`config.mk`:
```
export PLATFORM = sky130hd
export DESIGN_NAME = board_vga_renderer
export DESIGN_NICKNAME = d
export VERILOG_FILES = /design/src/rtl/board_vga_renderer.sv
export SDC_FILE = /design/constraint.sdc
export NUM_CORES = 1
export LEC_CHECK = 0
export ABC_CLOCK_PERIOD_IN_PS = 2870
export CORE_ASPECT_RATIO = 1.75
export CORE_MARGIN = 2
export CORE_UTILIZATION = 45
export CTS_CLUSTER_DIAMETER = 60
export DETAILED_ROUTE_END_ITERATION = 6
export GPL_TIMING_DRIVEN = 0
export PLACE_DENSITY = 0.78
export SYNTH_ARGS = -nofsm -noshare
export SYNTH_HDL_FRONTEND = slang
export SYNTH_SLANG_ARGS = --single-unit
```
`constraint.sdc`:
```
create_clock -name clk_i -period 2.87 [get_ports clk_i]
set_input_delay 0.287 -clock clk_i [delete_from_list [all_inputs] [get_ports clk_i]]
set_output_delay 0.287 -clock clk_i [all_outputs]
set_load 0.02 [all_outputs]
```
`src/rtl/board_vga_renderer.sv`:
```
// Board display end: 640x480@60 VGA timing from a 50 MHz clock, drawing a 4x4 game grid
// from a shadow copy of the board state that is latched once per frame during vertical blanking.
module board_vga_renderer #(
  parameter int unsigned H_VIS  = 640,
  parameter int unsigned H_FP   = 16,
  parameter int unsigned H_SYNC = 96,
  parameter int unsigned H_BP   = 48,
  parameter int unsigned V_VIS  = 480,
  parameter int unsigned V_FP   = 10,
  parameter int unsigned V_SYNC = 2,
  parameter int unsigned V_BP   = 33,
  parameter int unsigned CELL   = 96,
  parameter int unsigned X0     = 128,
  parameter int unsigned Y0     = 48,
  parameter int unsigned LINE_W = 4
) (
  input  logic        clk_i,
  input  logic        rst_ni,
  input  logic [63:0] cells_i,
  input  logic [3:0]  cursor_i,
  input  logic        cursor_en_i,
  output logic [7:0]  r_o,
  output logic [7:0]  g_o,
  output logic [7:0]  b_o,
  output logic        hsync_o,
  output logic        vsync_o,
  output logic        vgaclk_o,
  output logic        blank_n_o,
  output logic        frame_start_o
);
  localparam int unsigned H_TOT = H_VIS + H_FP + H_SYNC + H_BP;
  localparam int unsigned V_TOT = V_VIS + V_FP + V_SYNC + V_BP;
  localparam int unsigned HW    = $clog2(H_TOT);
  localparam int unsigned VW    = $clog2(V_TOT);
  localparam int unsigned OW    = $clog2(CELL);
  localparam int unsigned BOARD = 4 * CELL + LINE_W;

  logic          vgaclk_q, pix_en, h_wrap;
  logic [HW-1:0] hcount_q, hcount_d;
  logic [VW-1:0] vcount_q, vcount_d;
  logic [OW-1:0] ox_q, ox_d, oy_q, oy_d;
  logic [2:0]    col_q, col_d, row_q, row_d;
  logic [63:0]   sh_cells_q;
  logic [3:0]    sh_cursor_q;
  logic          sh_cursor_en_q;
  logic [23:0]   rgb_q, rgb_d;
  logic          hsync_q, hsync_d, vsync_q, vsync_d, blank_n_q, blank_n_d, frame_start_q;
  logic          visible, in_board, on_grid, cur_hit, in_fill;
  logic [3:0]    cell_idx, code;

  assign pix_en = vgaclk_q;

  function automatic logic in_band(logic [OW-1:0] o);
    return (o >= OW'(LINE_W) && o < OW'(2 * LINE_W)) ||
           (o >= OW'(CELL - 2 * LINE_W) && o < OW'(CELL - LINE_W));
  endfunction

  // Offset counters restart where the board begins and step to the next cell every CELL pixels.
  always_comb begin
    h_wrap   = (hcount_q == HW'(H_TOT - 1));
    hcount_d = h_wrap ? '0 : hcount_q + HW'(1);
    vcount_d = vcount_q;
    if (h_wrap) vcount_d = (vcount_q == VW'(V_TOT - 1)) ? '0 : vcount_q + VW'(1);

    ox_d  = ox_q + OW'(1);
    col_d = col_q;
    if (hcount_d == HW'(X0)) begin
      ox_d  = '0;
      col_d = '0;
    end else if (ox_q == OW'(CELL - 1)) begin
      ox_d  = '0;
      col_d = col_q + 3'd1;
    end

    oy_d  = oy_q;
    row_d = row_q;
    if (h_wrap) begin
      if (vcount_d == VW'(Y0)) begin
        oy_d  = '0;
        row_d = '0;
      end else if (oy_q == OW'(CELL - 1)) begin
        oy_d  = '0;
        row_d = row_q + 3'd1;
      end else begin
        oy_d  = oy_q + OW'(1);
      end
    end
  end

  always_comb begin
    visible   = (hcount_q < HW'(H_VIS)) && (vcount_q < VW'(V_VIS));
    in_board  = (hcount_q >= HW'(X0)) && (hcount_q < HW'(X0 + BOARD)) &&
                (vcount_q >= VW'(Y0)) && (vcount_q < VW'(Y0 + BOARD));
    on_grid   = (ox_q < OW'(LINE_W)) || (oy_q < OW'(LINE_W)) || (col_q == 3'd4) || (row_q == 3'd4);
    cell_idx  = {row_q[1:0], col_q[1:0]};
    code      = sh_cells_q[{cell_idx, 2'b00} +: 4];
    cur_hit   = sh_cursor_en_q && (cell_idx == sh_cursor_q) && (in_band(ox_q) || in_band(oy_q));
    in_fill   = (ox_q >= OW'(4 * LINE_W)) && (ox_q < OW'(CELL - 4 * LINE_W)) &&
                (oy_q >= OW'(4 * LINE_W)) && (oy_q < OW'(CELL - 4 * LINE_W));
    hsync_d   = !((hcount_q >= HW'(H_VIS + H_FP)) && (hcount_q < HW'(H_VIS + H_FP + H_SYNC)));
    vsync_d   = !((vcount_q >= VW'(V_VIS + V_FP)) && (vcount_q < VW'(V_VIS + V_FP + V_SYNC)));
    blank_n_d = visible;
    if (!visible || !in_board)     rgb_d = 24'h000000;
    else if (on_grid)              rgb_d = 24'hFFFFFF;
    else if (cur_hit)              rgb_d = 24'hFFFF00;
    else if (in_fill && code == 4'd1) rgb_d = 24'hFF0000;
    else if (in_fill && code == 4'd2) rgb_d = 24'h0000FF;
    else if (in_fill && code != 4'd0) rgb_d = 24'hFF00FF;
    else                           rgb_d = 24'h303030;
  end

  always_ff @(posedge clk_i) begin
    if (!rst_ni) begin
      vgaclk_q       <= 1'b0;
      hcount_q       <= '0;
      vcount_q       <= '0;
      ox_q           <= '0;
      oy_q           <= '0;
      col_q          <= '0;
      row_q          <= '0;
      sh_cells_q     <= '0;
      sh_cursor_q    <= '0;
      sh_cursor_en_q <= 1'b0;
      rgb_q          <= '0;
      hsync_q        <= 1'b1;
      vsync_q        <= 1'b1;
      blank_n_q      <= 1'b0;
      frame_start_q  <= 1'b0;
    end else begin
      vgaclk_q      <= !vgaclk_q;
      frame_start_q <= 1'b0;
      if (pix_en) begin
        hcount_q      <= hcount_d;
        vcount_q      <= vcount_d;
        ox_q          <= ox_d;
        oy_q          <= oy_d;
        col_q         <= col_d;
        row_q         <= row_d;
        rgb_q         <= rgb_d;
        hsync_q       <= hsync_d;
        vsync_q       <= vsync_d;
        blank_n_q     <= blank_n_d;
        frame_start_q <= (hcount_q == '0) && (vcount_q == '0);
        // Board state is only sampled in vertical blanking so a frame never tears.
        if ((hcount_q == '0) && (vcount_q == VW'(V_VIS))) begin
          sh_cells_q     <= cells_i;
          sh_cursor_q    <= cursor_i;
          sh_cursor_en_q <= cursor_en_i;
        end
      end
    end
  end

  assign {r_o, g_o, b_o} = rgb_q;
  assign hsync_o         = hsync_q;
  assign vsync_o         = vsync_q;
  assign vgaclk_o        = vgaclk_q;
  assign blank_n_o       = blank_n_q;
  assign frame_start_o   = frame_start_q;

endmodule

```
# --- Word level (Yosys, flattened, before mapping) ---
# Index checks and enable logic that the tools add are counted.
totals:
  register_bits: 138
op_classes:
  add_sub_neg: 6
  n_lt_le_gt_ge: 24
  n_eq_ne: 12
  shifts: 1
  n_mux: 17
  reduce_logical: 42
ops:
  columns: ["op", "count"]
  rows:
  - ["24-bit two-way mux", 6]
  - ["64-bit by 7-bit variable part select with 4-bit output", 1]
  - ["10-bit less-than comparator, second input constant", 3]
  - ["10-bit by 9-bit less-than comparator with 1-bit output, second input constant", 3]
  - ["10-bit two-way mux", 3]
  - ["7-bit less-than comparator, second input constant", 4]
  - ["7-bit two-way mux", 4]
  - ["10-bit by 1-bit adder with 10-bit output, second input constant", 2]
  - ["10-bit equality test, second input constant", 2]
  - ["1-bit logical AND", 20]
  - ["10-bit zero test", 2]
  - ["7-bit by 1-bit adder with 7-bit output, second input constant", 2]
  - ["7-bit equality test, second input constant", 2]
  - ["7-bit by 3-bit greater-or-equal comparator with 1-bit output, second input constant", 2]
  - ["7-bit by 5-bit greater-or-equal comparator with 1-bit output, second input constant", 2]
  - ["7-bit greater-or-equal comparator, second input constant", 2]
  - ["7-bit by 3-bit less-than comparator with 1-bit output, second input constant", 2]
  - ["7-bit by 4-bit less-than comparator with 1-bit output, second input constant", 2]
  - ["3-bit two-way mux", 4]
  - ["10-bit by 6-bit equality test with 1-bit output, second input constant", 1]
  - ["10-bit by 8-bit equality test with 1-bit output, second input constant", 1]
  - ["10-bit by 9-bit equality test with 1-bit output, second input constant", 1]
  - ["10-bit greater-or-equal comparator, second input constant", 1]
  - ["10-bit by 6-bit greater-or-equal comparator with 1-bit output, second input constant", 1]
  - ["13 further kinds", 29]

# --- Longest topological paths before layout ---
depth:
  depth_word: 11
  depth_mapped: 11
  ltp_nobuf: 9

# --- Worst setup path before layout ---
# OpenSTA, ideal clock, no wires.
synth_path:
  kind: "register to register"
  start: "register hcount_q[6]"
  end: "register row_q[1]"
  arrival_ns: 2.626
  required_ns: 2.750
  setup_slack_ns: 0.124
  path_stages_with_launch: 11
  n_path_buf: 3
  period_less_slack_ns: 2.746
  path_cell_list: "dfxtp_1 > buf_6 > or3_4 > buf_6 > or3_4 > o41a_1 > a221o_1 > or3_1 > buf_6 > o2111ai_2 > nand2_1"
synth_via:
  elab_chain_cells: 5
  elab_cells_between_ends: 6
synth_rtl:
  columns: ["element", "line_no", "rtl"]
  rows:
  - ["start, declared", "39", "logic [HW-1:0] hcount_q, hcount_d;"]
  - ["start signal, assigned", "133", "hcount_q <= hcount_d;"]
  - ["10-bit equality test *", "60", "h_wrap = (hcount_q == HW'(H_TOT - 1));"]
  - ["10-bit two-way mux", "63", "if (h_wrap) vcount_d = (vcount_q == VW'(V_TOT - 1)) ? '0 : vcount_q + VW'(1);"]
  - ["10-bit by 6-bit equality test with 1-bit output", "78", "if (vcount_d == VW'(Y0)) begin"]
  - ["2-bit nonzero test (no line)", null, null]
  - ["3-bit AND reduction (no line)", null, null]
  - ["end signal, assigned", "138", "row_q <= row_d;"]
  - ["end, declared", "42", "logic [2:0] col_q, col_d, row_q, row_d;"]
# Mark *: on every way between the ends. The rest lies on a longest branch, timed or not.
# A chain may end at the register's enable or synchronous reset.

# --- Worst setup path after layout ---
layout_path:
  start: "register hcount_q[6]"
  end: "register oy_q[4]"
layout_via:
  elab_chain_cells: 4
  elab_cells_between_ends: 5
layout_rtl:
  columns: ["element", "line_no", "rtl"]
  rows:
  - ["10-bit equality test *", "60", null]
  - ["10-bit two-way mux", "63", null]
  - ["10-bit by 6-bit equality test with 1-bit output", "78", null]
  - ["7-bit two-way mux", "78", null]
  - ["end signal, assigned", "136", "oy_q <= oy_d;"]
  - ["end, declared", "41", "logic [OW-1:0] ox_q, ox_d, oy_q, oy_d;"]
# Marks and branches as above.

==> metrics.yaml <==
detailed_routing:
  ant_nets: 0
  routedWlPerCell_um: 15.96
  firstDrtPassIters: 5
  viasPerCell: 5.487
  vias: 5992
  drt-initial-drc-count: 309
  drc_errors: 0
  wl_um: 17430
finish:
  drive_above_1_share_pct: 10.82
  post-route-util_pct: 59.30
  instances_no_fill: 1092
  final_nets: 986
  area_growth_pct: 29.39
  diodes: 0
synth:
  avgSynthCellArea_um2: 7.996
  synth_flop_cell: "dfxtp_1"
  synthArstFlopShare_pct: 0
  yosys-top-cells-area: "dfxtp_1, nand2_1, a21boi_0, mux4_2, clkbuf_1"
  synth-edff-count: 0
  yosys_warnings: 0
  yosysUniqueCellTypes: 57
  yosys-top-cells-count: "nand2_1, dfxtp_1, a21boi_0, clkbuf_1, nor2_1"
  syn_area_um2: 6309
  yosys.area.top_type: "dfxtp_1"
  synth_most_common_cell: "nand2_1"
  synth_top_area_share_pct: 38.08
  synth_cells: 789
  synth_nets: 873
  ys_seq_area_share_pct: 38.08
  synth-seq-cells: 120
critical_path:
  crit_type: "reg2reg"
  arrival_ps: 3160
  start_kind: "flop"
  cp-startpoint: "hcount_q[6]"
  path_buf_inv: 1
  endpoint: "oy_q[4]"
  reg2reg_to: "oy_q[4]"
  critical-path-top-delay-family: "simple AND/OR/NAND/NOR gates"
  cp-end-kind: "flop"
  path_cells: "buf_6 > or3_4 > or3_4 > o41a_1 > a221o_1 > or3_4 > o21ai_4 > nor2_1"
  critPathRequiredTime_ps: 3180
  critPathSlowestCell: "or3_4"
  r2r_cells: 8
  cp_common_cell: "or3_4"
  cp.depth: 8
  r2r-start: "hcount_q[6]"
  critPathMaxFanout: 9
  r2r_slack_ps: 20
  slowest_delay_ps: 460
global_routing:
  grt_max_degree: 17
  grt_antenna_before_repair: 0
  track_usage_pct: 24.30
  grt_pass1_wl_um: 28640
  gr-total-overflow: 0
  grt_pass1_vias: 5973
clock_tree:
  cts_root_buffer: "clkbuf_16"
  cts.clk_slew.worst_paths_ps: 60
  hold_buffers: 0
  cts_buffers: 17
  insertion_delay_ps: 420
  cts.htree.levels: 4
  clockBufferDepth: 2
  cts_tree: "built"
  cts.sinks: 120
min_path:
  min_path_type: "in2reg"
status:
  outcome: "completed"
floorplanning:
  fp.coreArea_um2: 13760
  rows: 57
  die_x_um: 93.51
  io_pins: 100
  die_h_um: 160.6
  initial_core_util_pct: 45.83
  dieArea_um2: 15020
placed_design:
  port_buffers: 98
  dpl.cell_count: 1064
  gp_congestion: 0.9462
  hpwl_um: 13140
sta:
  setup_violations: 0
  finalCritPeriodShare_pct: 99.24
  worstMarginPinSlew_ps: 897.7
  fmax_mhz: 351.1
  min_period_ps: 2848
  finClkSkew_ps: 7.491
  hold_viol: 0
  rsz0062_at_grt: "true"
  slew_headroom_pct: 39.69
  slew_viol_final: 0
  holdWs_ps: 338.2
power_and_ir_drop:
  peakVddDrop_uv: 433.4
  p_leak_nw: 2.803
  powerDensity_nw_per_um2: 485.1
flow_run:
  drv_cap: 0
==> worst min-delay path, stage by stage <==
cell and delay (ps):
clkbuf_1 210, o2111ai_1 160, nand2_1 60
==> cell families after synthesis <==
| group | count (synthesis) | share of synthesized area (%) |
|---|---|---|
| AOI/OAI and AO/OA | 163 | 18.39 |
| xor gates and xnor gates | 22 | 3.054 |
| adders and majority gates | 13 | 2.578 |
| buffers and inverters | 92 | 6.942 |
| DFF | 120 | 38.08 |
| muxes | 11 | 3.332 |
| and+or+nand+nor | 368 | 27.63 |
==> flip-flops by register name, summed over array words and instances (netlist names) <==
| register | count |
|---|---|
| vgaclk_o | 1 |
| col_q | 3 |
| sh_cells_q | 64 |
| ox_q | 7 |
| hcount_q | 10 |
| frame_start_o | 1 |
| blank_n_o | 1 |
| sh_cursor_en_q | 1 |
| vsync_o | 1 |
| sh_cursor_q | 4 |
| row_q | 3 |
| oy_q | 7 |
| rgb_q | 6 |
| hsync_o | 1 |
| vcount_q | 10 |
==> timing repair <==
action | 4_1_cts | 5_1_grt
buffers inserted | 2 | 0
pin swaps | 4 | 1
resized for setup | 14 | 15
cloned | 1 | 0
setup endpoints to repair | 26 | 33
==> routing by layer <==
metal  up-vias  global-route usage, %  wire length [µm]
met4         0                  14.71               981
met3        67                  4.644               708
met5         -                      0                 0
li1       2940                      -                 -
met2       196                  45.65              9720
met1      2789                  23.70              6017
==> stage by stage <==
stage	TNS (ps)	instance area [µm²]	setup slack [ps]	total power [mW]
after global placement	-7434	7511	-344.8	1.935
final	0	8163	21.86	3.960
after CTS	0	8123	15.55	3.970
after floorplan	0	6309	124.3	1.802
after detailed placement	-5011	7516	-342.9	1.937
after global routing	-228.1	8163	-38.35	4.084
==> placed cells by master, fill, tap and decap left out, types with 8 or more instances in the layout <==
cell             synthesis  layout
inv_1                   17      17
o21ai_0                 25      25
xnor2_1                 12      12
clkdlybuf4s50_1          0      98
nand2_1                185     185
or3_1                   10       9
ha_1                    13      12
nand4_1                 18      18
dfxtp_1                120     114
nor3_1                  28      27
nand3_1                 25      23
nor2b_1                 11      11
buf_4                   18      20
a21boi_0                78      78
and2_1                   9       9
nor2_1                  39      39
a21oi_1                 16      16
clkbuf_1                47      38
xor2_1                  10      10
mux4_2                   8       8
clkbuf_16                0      17
==> cell type report <==
| cell class | count | area, µm² |
|---|---|---|
| repair buffers | 100 | 996.0 |
| clock inverters | 15 | 141.4 |
| multi-input cells | 578 | 3566 |
| fillers | 1216 | 5602 |
| clock buffers | 17 | 425.4 |
| plain buffers | 68 | 339.1 |
| flip-flops and latches | 120 | 2410 |
| inverters | 17 | 63.81 |
| well taps | 177 | 221.5 |
==> worst min-delay path by stage <==
stage	from	end	slack [ps]	cells after the start
after floorplan	cells_i[0]	sh_cells_q[0]	430	2
after global placement	sh_cells_q[18]	sh_cells_q[18]	450	2
final	rst_ni	blank_n_o	340	3
after detailed placement	blank_n_o	blank_n_o	450	2
after CTS	rst_ni	blank_n_o	350	3
after global routing	rst_ni	blank_n_o	380	3
==> where the power goes <==
group	total (mW)	leakage, nW	internal, mW	switching, mW
clock network	2.05	0.271	1.20	0.847
logic	0.221	1.56	0.129	0.0915
registers	1.69	0.971	1.68	0.0113
total	3.96	2.80	3.01	0.950
Power figures use the tool's default switching activity.
==> patch: new RTL, same flow settings <==
`V_VIS`: 480 -> 240.
--- a/src/rtl/board_vga_renderer.sv
+++ b/src/rtl/board_vga_renderer.sv
@@ -7,3 +7,3 @@
   parameter int unsigned H_BP   = 48,
-  parameter int unsigned V_VIS  = 480,
+  parameter int unsigned V_VIS  = 240,
   parameter int unsigned V_FP   = 10,
Check against the original RTL: same outputs for any inputs over 10 cycles, from zero or initial values and one cycle with rst_ni low; that may be too few to reach the edited logic, so the function may still have changed.
==> patch against the original RTL <==
Final area is 0.60% higher. Final cell count is 0.18% lower. Worst hold slack better by 0.088 ns. Power is 0.63% higher. Area after synthesis is 1.1% higher. Sequential cell count is 1 lower. Routed wire length is 1.7% lower. Count of clock-buffer cells in the layout stayed put. Setup slack better by 0.19 ns. Fmax is 7.2% higher. Largest cell class unchanged. Largest power group unchanged. Highest routed layer unchanged.
==> patch: results (changes against the original RTL) <==
htree_levels: 4  # unchanged
whs_path_depth: 3  # unchanged
muxShareOfSynthArea: 0.0436  # was 0.0333
synth_xor_area_frac: 0.0261  # was 0.0305
synth_fa_ha_area_frac: 0.0255  # was 0.0258
synth-edff-count: 0  # unchanged
gp_congestion: 0.971  # was 0.946
synth_fp_nets: 864  # was 873
dr.pass1.iters: 5  # unchanged
hold_end: "sh_cells_q[20]"  # was blank_n_o
ir_drop_mv: 0.398  # was 0.433 mV
yosysTopAreaCell: "dfxtp_1"  # unchanged
largest_registers: "sh_cells_q (64), hcount_q (10), vcount_q (9)"  # was sh_cells_q (64), hcount_q (10), vcount_q (10)
synth_compound_area_frac: 0.176  # was 0.184
power.leakage_nw: 2.86  # was 2.80 nW
min_path_type: "in -> reg"  # unchanged
slowest_stage: "mux4_2"  # was or3_4
crit_path_max_incr_delay_ns: 0.58  # was 0.46 ns
critPathTopFamily: "buffers and inverters"  # was simple AND/OR/NAND/NOR gates
nFillCells: 1255  # was 1216
status: "finished, final reports clean"  # unchanged
yosys.cell_types.count: 74  # was 57
via_per_inst: 5.46  # was 5.49
cts.root.buffer_cell: "clkbuf_16"  # unchanged
path_clk_slew_ns: 0.07
numCtsBuffers: 17  # unchanged
via_count: 5955  # was 5992
grt_max_degree: 17  # unchanged
clk_path_buf_depth: 2  # unchanged
io_buffer_count: 99  # was 98
drtIter0Drc: 398  # was 309
p_int_mw: 3.01  # about the same
ys_async_sr_fraction: 0  # unchanged
r2r.worst_path.cells: 7  # was 8
worstPathMaxFanout: 10  # was 9
r2r_start: "col_q[0]"  # was hcount_q[6]
synth.area.top_cells: "dfxtp_1, nand2_1, a21boi_0, mux4_2, ha_1"  # was dfxtp_1, nand2_1, a21boi_0, mux4_2, clkbuf_1
reg2reg_slack_ns: 0.21  # was 0.02 ns
r2r_end: "rgb_q[13]"  # was oy_q[4]
gr-usage-all-layers: 0.235  # was 0.243
nets: 984  # was 986
synth.avg_cell_area_sq_um: 8.17  # was 8.00 sq um
finalClockSkew_ns: 0.00996  # was 0.00749 ns
dp_cells: 1056  # was 1064
yosysWarnings: 0  # unchanged
routed_wl_um: 17100  # was 17400 um
antenna_cells: 0  # unchanged
synth_common_cells: "nand2_1, dfxtp_1, a21boi_0"  # unchanged
critPathArrivalTime_ns: 3.03  # was 3.16 ns
min_from: "cells_i[20]"  # was rst_ni
yosysSeqAreaShare: 0.374  # was 0.381
worstSkewPairLatency_ns: 0.42  # about the same
drive_gt1_frac: 0.122  # was 0.108
dp_hpwl_um: 12800  # was 13100 um
grt_pass1_wl_um: 28100  # was 28600 um
antenna_found_initial: 0  # unchanged
relSlewSlack: 0.221  # was 0.397
grt_pass1_vias: 5859  # was 5973
-- patch: cell count changes after synthesis, moves of 5 or more --
cell / unedited run / this run
a22oi_1: 2 / 7
buf_2: 2 / 9
o21a_1: 5 / 0
clkbuf_1: 47 / 34
a21oi_1: 16 / 25
nand3_1: 25 / 18
o21ai_0: 25 / 16
-- patch: worst max-delay path by stage --
| stage | start | end | slack [ns] | cells past startpoint |
|---|---|---|---|---|
| after CTS | vcount_q[1] | oy_q[1] | 0.01 | 8 |
| after global placement | vcount_q[1] | oy_q[3] | 0.009 | 8 |
| final | col_q[0] | rgb_q[13] | 0.21 | 7 |
| after detailed placement | vcount_q[1] | oy_q[1] | 0.007 | 8 |
| after floorplan | vcount_q[1] | oy_q[1] | 0.33 | 8 |
| after global routing | hcount_q[0] | oy_q[2] | 0.09 | 9 |
-- patch: metrics by stage --
step	setup WS (ns)	hold WS, ns	instance area [sq um]
after floorplan	0.334	0.426	6380
after global placement	0.00918	0.433	7590
after detailed placement	0.00743	0.437	7590
after CTS	0.0123	0.423	8170
after global routing	0.0925	0.436	8210
final	0.212	0.426	8210
-- patch: power groups by stage --
stage          Clock [mW]  Sequential, mW  Combinational, mW
2_1_floorplan           0            1.71             0.0661
3_3_place_gp            0            1.70              0.203
3_5_place_dp            0            1.71              0.203
4_1_cts              2.12            1.67              0.205
5_1_grt              2.21            1.67              0.220
6_report             2.11            1.67              0.205
-- patch: logic make-up after synthesis --
kind of cell,count (synthesis)
AO/OA/AOI/OAI,161
XOR/XNOR,19
adder cells (fa/ha/maj),13
buffers and inverters,93
flip-flops,119
multiplexers,15
AND/OR/NAND/NOR,360
-- patch: what timing repair did --
item / 4_1_cts / 5_1_grt
resized for setup: 1 / 4
pin swaps: 1 / 1
endpoints found under the setup margin: 8 / 16
buffers inserted: 0 / 3
-- patch: final cells by class --
class	count	share of cell area
Tap cell	177	0.0270
Clock buffer	17	0.0518
Buffer	72	0.0512
Inverter	20	0.00914
Timing Repair Buffer	102	0.123
Sequential cell	119	0.290
Multi-Input combinational cell	568	0.428
Clock inverter	15	0.0190
-- patch: routing by layer --
layer  share of wire  wire length [um]  up-vias  GRT usage
met3           0.047               797       71     0.0387
li1                -                 -     2920          -
met2            0.55              9470      216      0.447
met5               0                 0        -          0
met1            0.35              6070     2748      0.237
met4           0.047               798        0      0.121
-- patch: worst register-to-register path, cell delays in order (launching register included) --
cell and delay [ns]:
dfxtp_1 0.33, clkbuf_1 0.41, clkbuf_2 0.40, mux4_2 0.58, a22oi_1 0.30, nand2_1 0.14
nor4_1 0.31, a211o_1 0.14
